### src/rtl/filterbank_pkg.sv
// Shared constants and types for the profir filter bank and its band mixer.
package filterbank_pkg;

    localparam int NBANDS = 8;
    localparam int DW     = 16;
    localparam int GW     = 18;
    localparam int GFRAC  = 16;
    localparam int AW     = 38;
    localparam int PW     = DW + GW;

    localparam logic signed [GW-1:0] GAIN_UNITY = 18'h10000;
    localparam logic signed [DW-1:0] SAT_MAX    = {1'b0, {(DW-1){1'b1}}};
    localparam logic signed [DW-1:0] SAT_MIN    = {1'b1, {(DW-1){1'b0}}};
    localparam logic signed [AW-1:0] ROUND_HALF = {{(AW-GFRAC){1'b0}}, 1'b1, {(GFRAC-1){1'b0}}};

    typedef enum logic [1:0] {
        IDLE,
        MAC,
        OUT
    } state_t;

endpackage

### src/rtl/band_gain_regfile.sv
// Shadow/active band gain banks; a commit request moves shadow into active at the next frame start.
module band_gain_regfile
    import filterbank_pkg::*;
(
    input  logic                 clock,
    input  logic                 reset,
    input  logic                 gain_we,
    input  logic [2:0]           gain_addr,
    input  logic signed [GW-1:0] gain_data,
    input  logic                 gain_commit,
    input  logic                 frame_start,
    input  logic [2:0]           rd_idx,
    output logic signed [GW-1:0] rd_gain,
    output logic                 commit_pending
);

    logic signed [GW-1:0] r_shadow [NBANDS];
    logic signed [GW-1:0] r_active [NBANDS];
    logic                 r_pending;

    always_ff @(posedge clock or posedge reset) begin
        if (reset) begin
            for (int unsigned i = 0; i < NBANDS; i++) begin
                r_shadow[i] <= GAIN_UNITY;
                r_active[i] <= GAIN_UNITY;
            end
            r_pending <= 1'b0;
        end else begin
            if (gain_we)
                r_shadow[gain_addr] <= gain_data;
            // Transfer sees shadow before this edge's write; a commit on the start edge waits a frame.
            if (frame_start) begin
                if (r_pending) begin
                    for (int unsigned i = 0; i < NBANDS; i++)
                        r_active[i] <= r_shadow[i];
                end
                r_pending <= gain_commit;
            end else if (gain_commit) begin
                r_pending <= 1'b1;
            end
        end
    end

    assign rd_gain        = r_active[rd_idx];
    assign commit_pending = r_pending;

endmodule

### src/rtl/band_mixer.sv
// Weights the 8 filter-bank bands by programmable gains with one shared MAC, then rounds and saturates.
module band_mixer
    import filterbank_pkg::*;
(
    input  logic                 clock,
    input  logic                 reset,
    input  logic                 din_enable,
    input  logic signed [DW-1:0] band0,
    input  logic signed [DW-1:0] band1,
    input  logic signed [DW-1:0] band2,
    input  logic signed [DW-1:0] band3,
    input  logic signed [DW-1:0] band4,
    input  logic signed [DW-1:0] band5,
    input  logic signed [DW-1:0] band6,
    input  logic signed [DW-1:0] band7,
    input  logic                 gain_we,
    input  logic [2:0]           gain_addr,
    input  logic signed [GW-1:0] gain_data,
    input  logic                 gain_commit,
    output logic signed [DW-1:0] mixout,
    output logic                 mixout_valid,
    output logic                 busy,
    output logic                 overrun
);

    state_t               r_state;
    logic [2:0]           r_idx;
    logic signed [DW-1:0] r_cap [NBANDS];
    logic signed [AW-1:0] r_acc;
    logic signed [DW-1:0] r_mixout;
    logic                 r_valid;
    logic                 r_busy;
    logic                 r_overrun;

    logic                 w_start;
    logic signed [GW-1:0] w_gain;
    logic signed [PW-1:0] w_prod;
    logic signed [AW-1:0] w_prod_ext;
    logic signed [AW-1:0] w_rnd;
    logic signed [AW-1:0] w_shift;
    logic                 w_fits;
    logic signed [DW-1:0] w_sat;
    logic                 w_pending;

    assign w_start = (r_state == IDLE) && din_enable;

    band_gain_regfile u_gains (
        .clock          (clock),
        .reset          (reset),
        .gain_we        (gain_we),
        .gain_addr      (gain_addr),
        .gain_data      (gain_data),
        .gain_commit    (gain_commit),
        .frame_start    (w_start),
        .rd_idx         (r_idx),
        .rd_gain        (w_gain),
        .commit_pending (w_pending)
    );

    always_comb begin
        w_prod     = r_cap[r_idx] * w_gain;
        w_prod_ext = {{(AW-PW){w_prod[PW-1]}}, w_prod};
        w_rnd      = r_acc + ROUND_HALF;
        w_shift    = w_rnd >>> GFRAC;
        // In range only when every bit above the output sign bit matches it.
        w_fits     = (w_shift[AW-1:DW-1] == '0) || (w_shift[AW-1:DW-1] == '1);
        w_sat      = w_fits ? w_shift[DW-1:0] : (w_shift[AW-1] ? SAT_MIN : SAT_MAX);
    end

    always_ff @(posedge clock or posedge reset) begin
        if (reset) begin
            r_state   <= IDLE;
            r_idx     <= '0;
            r_acc     <= '0;
            r_mixout  <= '0;
            r_valid   <= 1'b0;
            r_busy    <= 1'b0;
            r_overrun <= 1'b0;
            for (int unsigned i = 0; i < NBANDS; i++)
                r_cap[i] <= '0;
        end else begin
            r_valid <= 1'b0;
            if (din_enable && r_state != IDLE)
                r_overrun <= 1'b1;
            case (r_state)
                IDLE: begin
                    if (din_enable) begin
                        r_cap[0] <= band0;
                        r_cap[1] <= band1;
                        r_cap[2] <= band2;
                        r_cap[3] <= band3;
                        r_cap[4] <= band4;
                        r_cap[5] <= band5;
                        r_cap[6] <= band6;
                        r_cap[7] <= band7;
                        r_acc    <= '0;
                        r_idx    <= '0;
                        r_busy   <= 1'b1;
                        r_state  <= MAC;
                    end
                end
                MAC: begin
                    r_acc <= r_acc + w_prod_ext;
                    r_idx <= r_idx + 3'd1;
                    if (r_idx == 3'd7)
                        r_state <= OUT;
                end
                OUT: begin
                    r_mixout <= w_sat;
                    r_valid  <= 1'b1;
                    r_busy   <= 1'b0;
                    r_state  <= IDLE;
                end
                default: r_state <= IDLE;
            endcase
        end
    end

    assign mixout       = r_mixout;
    assign mixout_valid = r_valid;
    assign busy         = r_busy;
    assign overrun      = r_overrun;

endmodule

### config.mk
export PLATFORM = sky130hd
export DESIGN_NAME = band_mixer
export DESIGN_NICKNAME = d
export VERILOG_FILES = /design/src/rtl/filterbank_pkg.sv /design/src/rtl/band_gain_regfile.sv /design/src/rtl/band_mixer.sv
export SDC_FILE = /design/constraint.sdc
export NUM_CORES = 2
export LEC_CHECK = 0
export CAP_MARGIN = 25
export CORE_MARGIN = 5
export CORE_UTILIZATION = 40
export DETAILED_ROUTE_END_ITERATION = 8
export REMOVE_ABC_BUFFERS = 1
export SYNTH_ARGS = -nofsm -noshare
export SYNTH_HDL_FRONTEND = slang
export SYNTH_SLANG_ARGS = --single-unit
export TNS_END_PERCENT = 30
### constraint.sdc
create_clock -name clock -period 20.7 [get_ports clock]
set_clock_uncertainty 0.1 [all_clocks]
set_input_delay 4.14 -clock clock [delete_from_list [all_inputs] [get_ports clock]]
set_output_delay 4.14 -clock clock [all_outputs]
set_load 0.01 [all_outputs]
# After elaboration in Yosys (flattened, before gate mapping)
# Index checks and enable logic that the tools add are counted.
[totals] reg_bits=479 inputBits=154 word_cells=85
[classes] n_addsub=3 multipliers=1 n_lt_le_gt_ge=3 n_eq_ne=6 muxes=23 n_bitwise=2 n_reduce_logical=15
[op_table] cell="144-bit bitwise mux" n=1
[op_table] cell="38-bit case mux with 2 select lines" n=1
[op_table] cell="16-bit two-way mux" n=4
[op_table] cell="18-bit binary-select mux with 3-bit select" n=1
[op_table] cell="18-bit demux with 3-bit select" n=1
[op_table] cell="18-bit two-way mux" n=3
[op_table] cell="16-bit binary-select mux with 3-bit select" n=1
[op_table] cell="38-bit by 17-bit adder with 38-bit output (second input constant)" n=1
[op_table] cell="38-bit by 34-bit adder with 38-bit output" n=1
[op_table] cell="38-bit two-way mux" n=1
[op_table] cell="16-bit by 18-bit multiplier with 34-bit output" n=1
[op_table] cell="23-bit equality test (second input constant)" n=1
[op_table] cell="23-bit logical NOT" n=1
[op_table] cell="2-bit AND reduction" n=5
[op_table] cell="4-bit >= comparator (second input constant)" n=2
[op_table] cell="3-bit inverter with 4-bit output" n=2
[op_table] cell="2-bit nonzero test" n=4
[op_table] cell="3-bit case mux with 2 select lines" n=1
[op_table] cell="4-bit by 1-bit less-than comparator with 1-bit output (second input constant)" n=1
[op_table] cell="1-bit two-way mux" n=4
[op_table] cell="2-bit two-way mux" n=2
[op_table] cell="2-bit != test (second input constant)" n=2
[op_table] cell="2-bit case mux with 2 select lines" n=1
[op_table] cell="3-bit by 1-bit adder with 3-bit output (second input constant)" n=1
[op_table] cell="other kinds (8)" n=10

# Depth between registers and ports, before layout
[logic_depth] word_depth=7 depth_mapped=29

# Modules after synthesis
# A second synthesis with hierarchy kept.
[unflattened] hier_cells=2948 hier_area_um2=33170.6
[modules_own_cells] mod="band_mixer" instances=1 cells_each=2265 area_per_inst_um2=21245.4
[modules_own_cells] mod="band_gain_regfile" instances=1 cells_each=683 area_per_inst_um2=11925.2

# Worst setup path before layout
# Ideal clock, no wire load.
[synth_path] path_type="reg-to-reg" from="register r_idx[1]" to="register r_acc[36]" arrival_ps=7511 t_required_ps=20462 setup_slack_ps=12951 path_stages_with_launch=28 n_path_buf=5 path_cell_list="dfrtp_1 > clkbuf_1 > clkbuf_1 > buf_1 > mux4_2 > mux2_2 > clkbuf_1 > nand2_1 > fa_1 > inv_1 > fa_1 > inv_1 > fa_1 > inv_1 > fa_1 > fa_1 > inv_1 > fa_1 > inv_1 > ha_1 > clkbuf_1 > a21o_1 > a31o_2 > a21o_1 > or3_1 > o21ai_0 > mux2i_1 > o211ai_1"
[synth_between] elab_chain_len=7 word_cells_on_any_way=10 cone_classes="add/sub (1); mul (1); mux (7); bitwise (1)"
[synth_lines] item="start: declaration" line_no="band_mixer.sv:27" text="logic [2:0] r_idx;"
[synth_lines] item="start signal: assignment" line_no="band_mixer.sv:104" text="r_idx <= r_idx + 3'd1;"
[synth_lines] item="3-bit inverter with 4-bit output (not written as such) *" line_no="band_gain_regfile.sv:44, band_mixer.sv:61"
[synth_lines] item="16-bit binary-select mux with 3-bit select / 18-bit binary-select mux with 3-bit select (equally long branches)" line_no="band_mixer.sv:61, band_gain_regfile.sv:44"
[synth_lines] item="16-bit two-way mux (not written as such) / 18-bit two-way mux (equally long branches) (2 in series)" line_no="band_mixer.sv:61, band_gain_regfile.sv:44"
[synth_lines] item="16-bit by 18-bit multiplier with 34-bit output *" line_no="band_mixer.sv:61" text="w_prod = r_cap[r_idx] * w_gain;"
[synth_lines] item="38-bit by 34-bit adder with 38-bit output *" line_no="band_mixer.sv:103" text="r_acc <= r_acc + w_prod_ext;"
[synth_lines] item="38-bit case mux with 2 select lines *" line_no="band_mixer.sv:85" text="case (r_state)"
[synth_lines] item="end signal: assignment" line_no="band_mixer.sv:103"
[synth_lines] item="end: declaration" line_no="band_mixer.sv:29" text="logic signed [AW-1:0] r_acc;"
# Mark *: on every way between the ends. The rest lies on a longest branch, timed or not. The select of a mux whose other input is x is not followed.
# A chain may end at the register's enable or synchronous reset.

# Final worst setup path
# Ends and elaborated chain as after synthesis.

==> summary.txt <==
Routing
  • Detailed-route wire length per cell: 18.9 um
  • Drt drc: 0
  • Post-Route WL: between 70000 and 80000 um
  • Antenna Violating Nets Remaining: 0
  • DRT Pass-1 Iters: 5
  • Routed via count: 21000
  • DRT iter0 DRCs: between 1000 and 1500
  • Post-DR vias/cell: approximately 5

Global routing
  • First-pass GRT wire length: ~130000 um
  • Initial antenna violation count: 2
  • GR Overflow Total: 0
  • GRT Util Overall: between 10% and 20%
  • Largest net degree at the start of global routing: approximately 110
  • Number of global-route vias before repair: roughly 22000

Status
  • Status: finished, final reports clean

Setup path
  • Crit path DAT: approximately 8.9 ns
  • Reg-to-reg slack, setup: around 12 ns
  • Critical Path Source Type: flop
  • Largest fanout on the critical path: 49
  • CP endpoint kind: flop
  • Worst R2R Path Depth: 23
  • WS Path Type: reg -> reg
  • CP Data Required Time: 21.06 ns
  • Worst R2R Start: r_idx[1]$_DFFE_PP0P_
  • Worst r2r dst: r_acc[36]$_DFFE_PP0P_

Logic synthesis
  • Netlist cell types: between 60 and 70
  • Primary FF master, synth: dfrtp_1
  • Yosys synthesis warning count: 0
  • #FFs+latches synth: roughly 480
  • Post-synth ARST share: 100%
  • Register area share after synthesis: between 30% and 40%
  • Avg Inst Size Synth: 11.2 sq um
  • Post-Syn Area: roughly 0.033 sq mm
  • Post-synthesis instance total: 2919
  • EDFF count, synth: 0

Clocking
  • Clk pin slew, worst setup/hold paths: about 0.060 ns
  • H-tree level count: 2
  • CTS buffer count: 53
  • Worst-Skew Late Latency: 0.63 ns
  • Root Driver: clkbuf_16
  • Sink Count: roughly 480
  • Cts repair resizes: 0
  • CTS tree: built
  • Buffer count from post-CTS setup fixing: 0
  • Max Root-Sink Buffers: 3
  • Post-CTS Hold Fix Bufs: 0

Timing
  • Period utilization: between 40% and 50%
  • Min Tclk post-route: between 8 and 9 ns
  • Final Max Slew Viols: 0
  • Fmax achieved: about 120 MHz
  • Fin. Hold Viols: 0
  • Final Hold Slack: around 0.36 ns
  • RSZ-0062 raised after global routing: no
  • TNS Setup: 0 ns
  • Worst slew margin: a little under a third
  • Least-Margin Pin Slew: 1.02 ns
  • Final setup vio count: 0

Floorplan
  • I/O pin cnt: roughly 170
  • Core Region: around 0.081 sq mm
  • Die Ht: just under 300 um
  • Die area: 0.0876 sq mm
  • Die width: 296 um
  • Starting Density: between 40 and 50%
  • Cell Rows: between 100 and 150

Placed design
  • Gp weighted congestion: about 0.86
  • DP HPWL: 57400 um
  • Inst Count DP: approximately 4100
  • Area post-placement: 0.0356 sq mm
  • # port buffers: 172

Hold path
  • Hold EP: overrun$_DFFE_PP0P_
  • Hold Path Cell Cnt: 1
  • Hold Startpoint: overrun$_DFFE_PP0P_
  • Hold WC Path Type: reg -> reg

Layout
  • Area Growth Syn to Fin: 15.1%
  • Post-layout nets: approximately 3700
  • Layout cells sized above 1: a little under a fifth
  • Most common cell after layout, fill and taps aside: nand2_1
  • Most frequent cells in the layout: nand2_1 (603), dfrtp_1 (460), inv_1 (387)
  • Cell Count, Final, Fillers Out: roughly 4200
  • Post-route cell area: 0.0376 sq mm

Run
  • Max_cap viols: 0
-- flip-flops by register name, indices dropped and copies added, names as in the netlist --
register	flops
r_state	2
r_cap	128
r_idx	3
overrun	1
mixout_valid	1
mixout	16
u_gains.commit_pending	1
u_gains.r_shadow	144
u_gains.r_active	144
busy	1
r_acc	38
-- worst max-delay path by stage --
stage,startpoint,end,slack (ns),cells after the start
after floorplan,reset,busy$_DFFE_PP0P_,3.12,1
after global placement,r_idx[0]$_DFFE_PP0P_,r_acc[25]$_DFFE_PP0P_,11.74,24
after detailed placement,r_idx[0]$_DFFE_PP0P_,r_acc[34]$_DFFE_PP0P_,11.72,24
after CTS,r_idx[0]$_DFFE_PP0P_,r_acc[37]$_DFFE_PP0P_,11.70,24
after global routing,r_idx[1]$_DFFE_PP0P_,r_acc[36]$_DFFE_PP0P_,11.71,23
final,r_idx[1]$_DFFE_PP0P_,r_acc[36]$_DFFE_PP0P_,12.13,23
-- synthesized netlist by cell type, types with 20 or more instances --
library cell | count | area share (%)
a21o_1 | 20 | 0.46
a21oi_1 | 28 | 0.43
clkbuf_1 | 94 | 1.1
dfrtp_1 | 463 | 35
fa_1 | 344 | 21
ha_1 | 114 | 4.4
inv_1 | 388 | 4.5
mux2_2 | 316 | 11
mux2i_1 | 30 | 0.92
mux4_2 | 68 | 4.7
nand2_1 | 604 | 6.9
nand3_1 | 21 | 0.32
nor2_1 | 152 | 1.7
o21ai_0 | 49 | 0.75
xnor2_1 | 30 | 0.80
xor2_1 | 24 | 0.64
-- metal layers --
layer | wire length [um] | share of wire [%] | global-route usage (%) | vias to the layer above
met5 | 0 | 0 | 0 | -
met4 | 1820 | 2.3 | 4.38 | 0
met3 | 3640 | 4.6 | 2.76 | 118
met2 | 37700 | 48 | 30.6 | 417
met1 | 35800 | 45 | 26.0 | 10800
li1 | - | - | - | 9680
-- stage by stage --
step / utilization, % / setup WS [ns]
floorplan: - / 3.12
global placement: 44.1 / 11.74
detailed placement: 44.1 / 11.72
CTS: 46.3 / 11.70
global route: 46.6 / 11.71
finish: 46.6 / 12.13
-- worst max-delay path, cell delays in order, from the launching register on --
cell	delay, ns
dfrtp_4	0.66
buf_4	0.73
mux4_2	0.48
mux2_2	0.37
nand2_1	0.21
fa_1	0.75
inv_1	0.11
fa_1	0.82
inv_1	0.12
fa_1	0.52
inv_1	0.20
fa_1	0.46
fa_1	0.50
inv_1	0.05
fa_1	0.48
inv_1	0.04
ha_1	0.36
a21o_1	0.19
a31o_2	0.22
a21o_1	0.18
or3_1	0.29
o21ai_0	0.21
mux2i_1	0.20
o211ai_1	0.10
-- area by class of cell --
type,count,area (sq um)
Sequential cell,479,12000
Tap cell,1060,1330
Clock buffer,80,1580
Clock inverter,18,228
Fill cell,7439,43200
Multi-Input combinational cell,1935,18800
Timing Repair Buffer,218,2190
Inverter,388,1460
Antenna cell,2,5.00
-- logic make-up (layout without fill, tap and decap cells) --
family,Yosys count,count (layout),synth area share (%)
xor gates and xnor gates,55,55,1.53
and+or+nand+nor,852,852,10.6
other,0,2,0
muxes,414,414,16.5
AOI/OAI and AO/OA,156,156,3.40
adders and majority gates,458,458,25.4
buffers and inverters,505,704,5.88
DFF,479,479,36.7
Power is left out: the tool's default activity adds up to more than one toggle a clock period on the data nets, which glitch-free logic cannot reach.
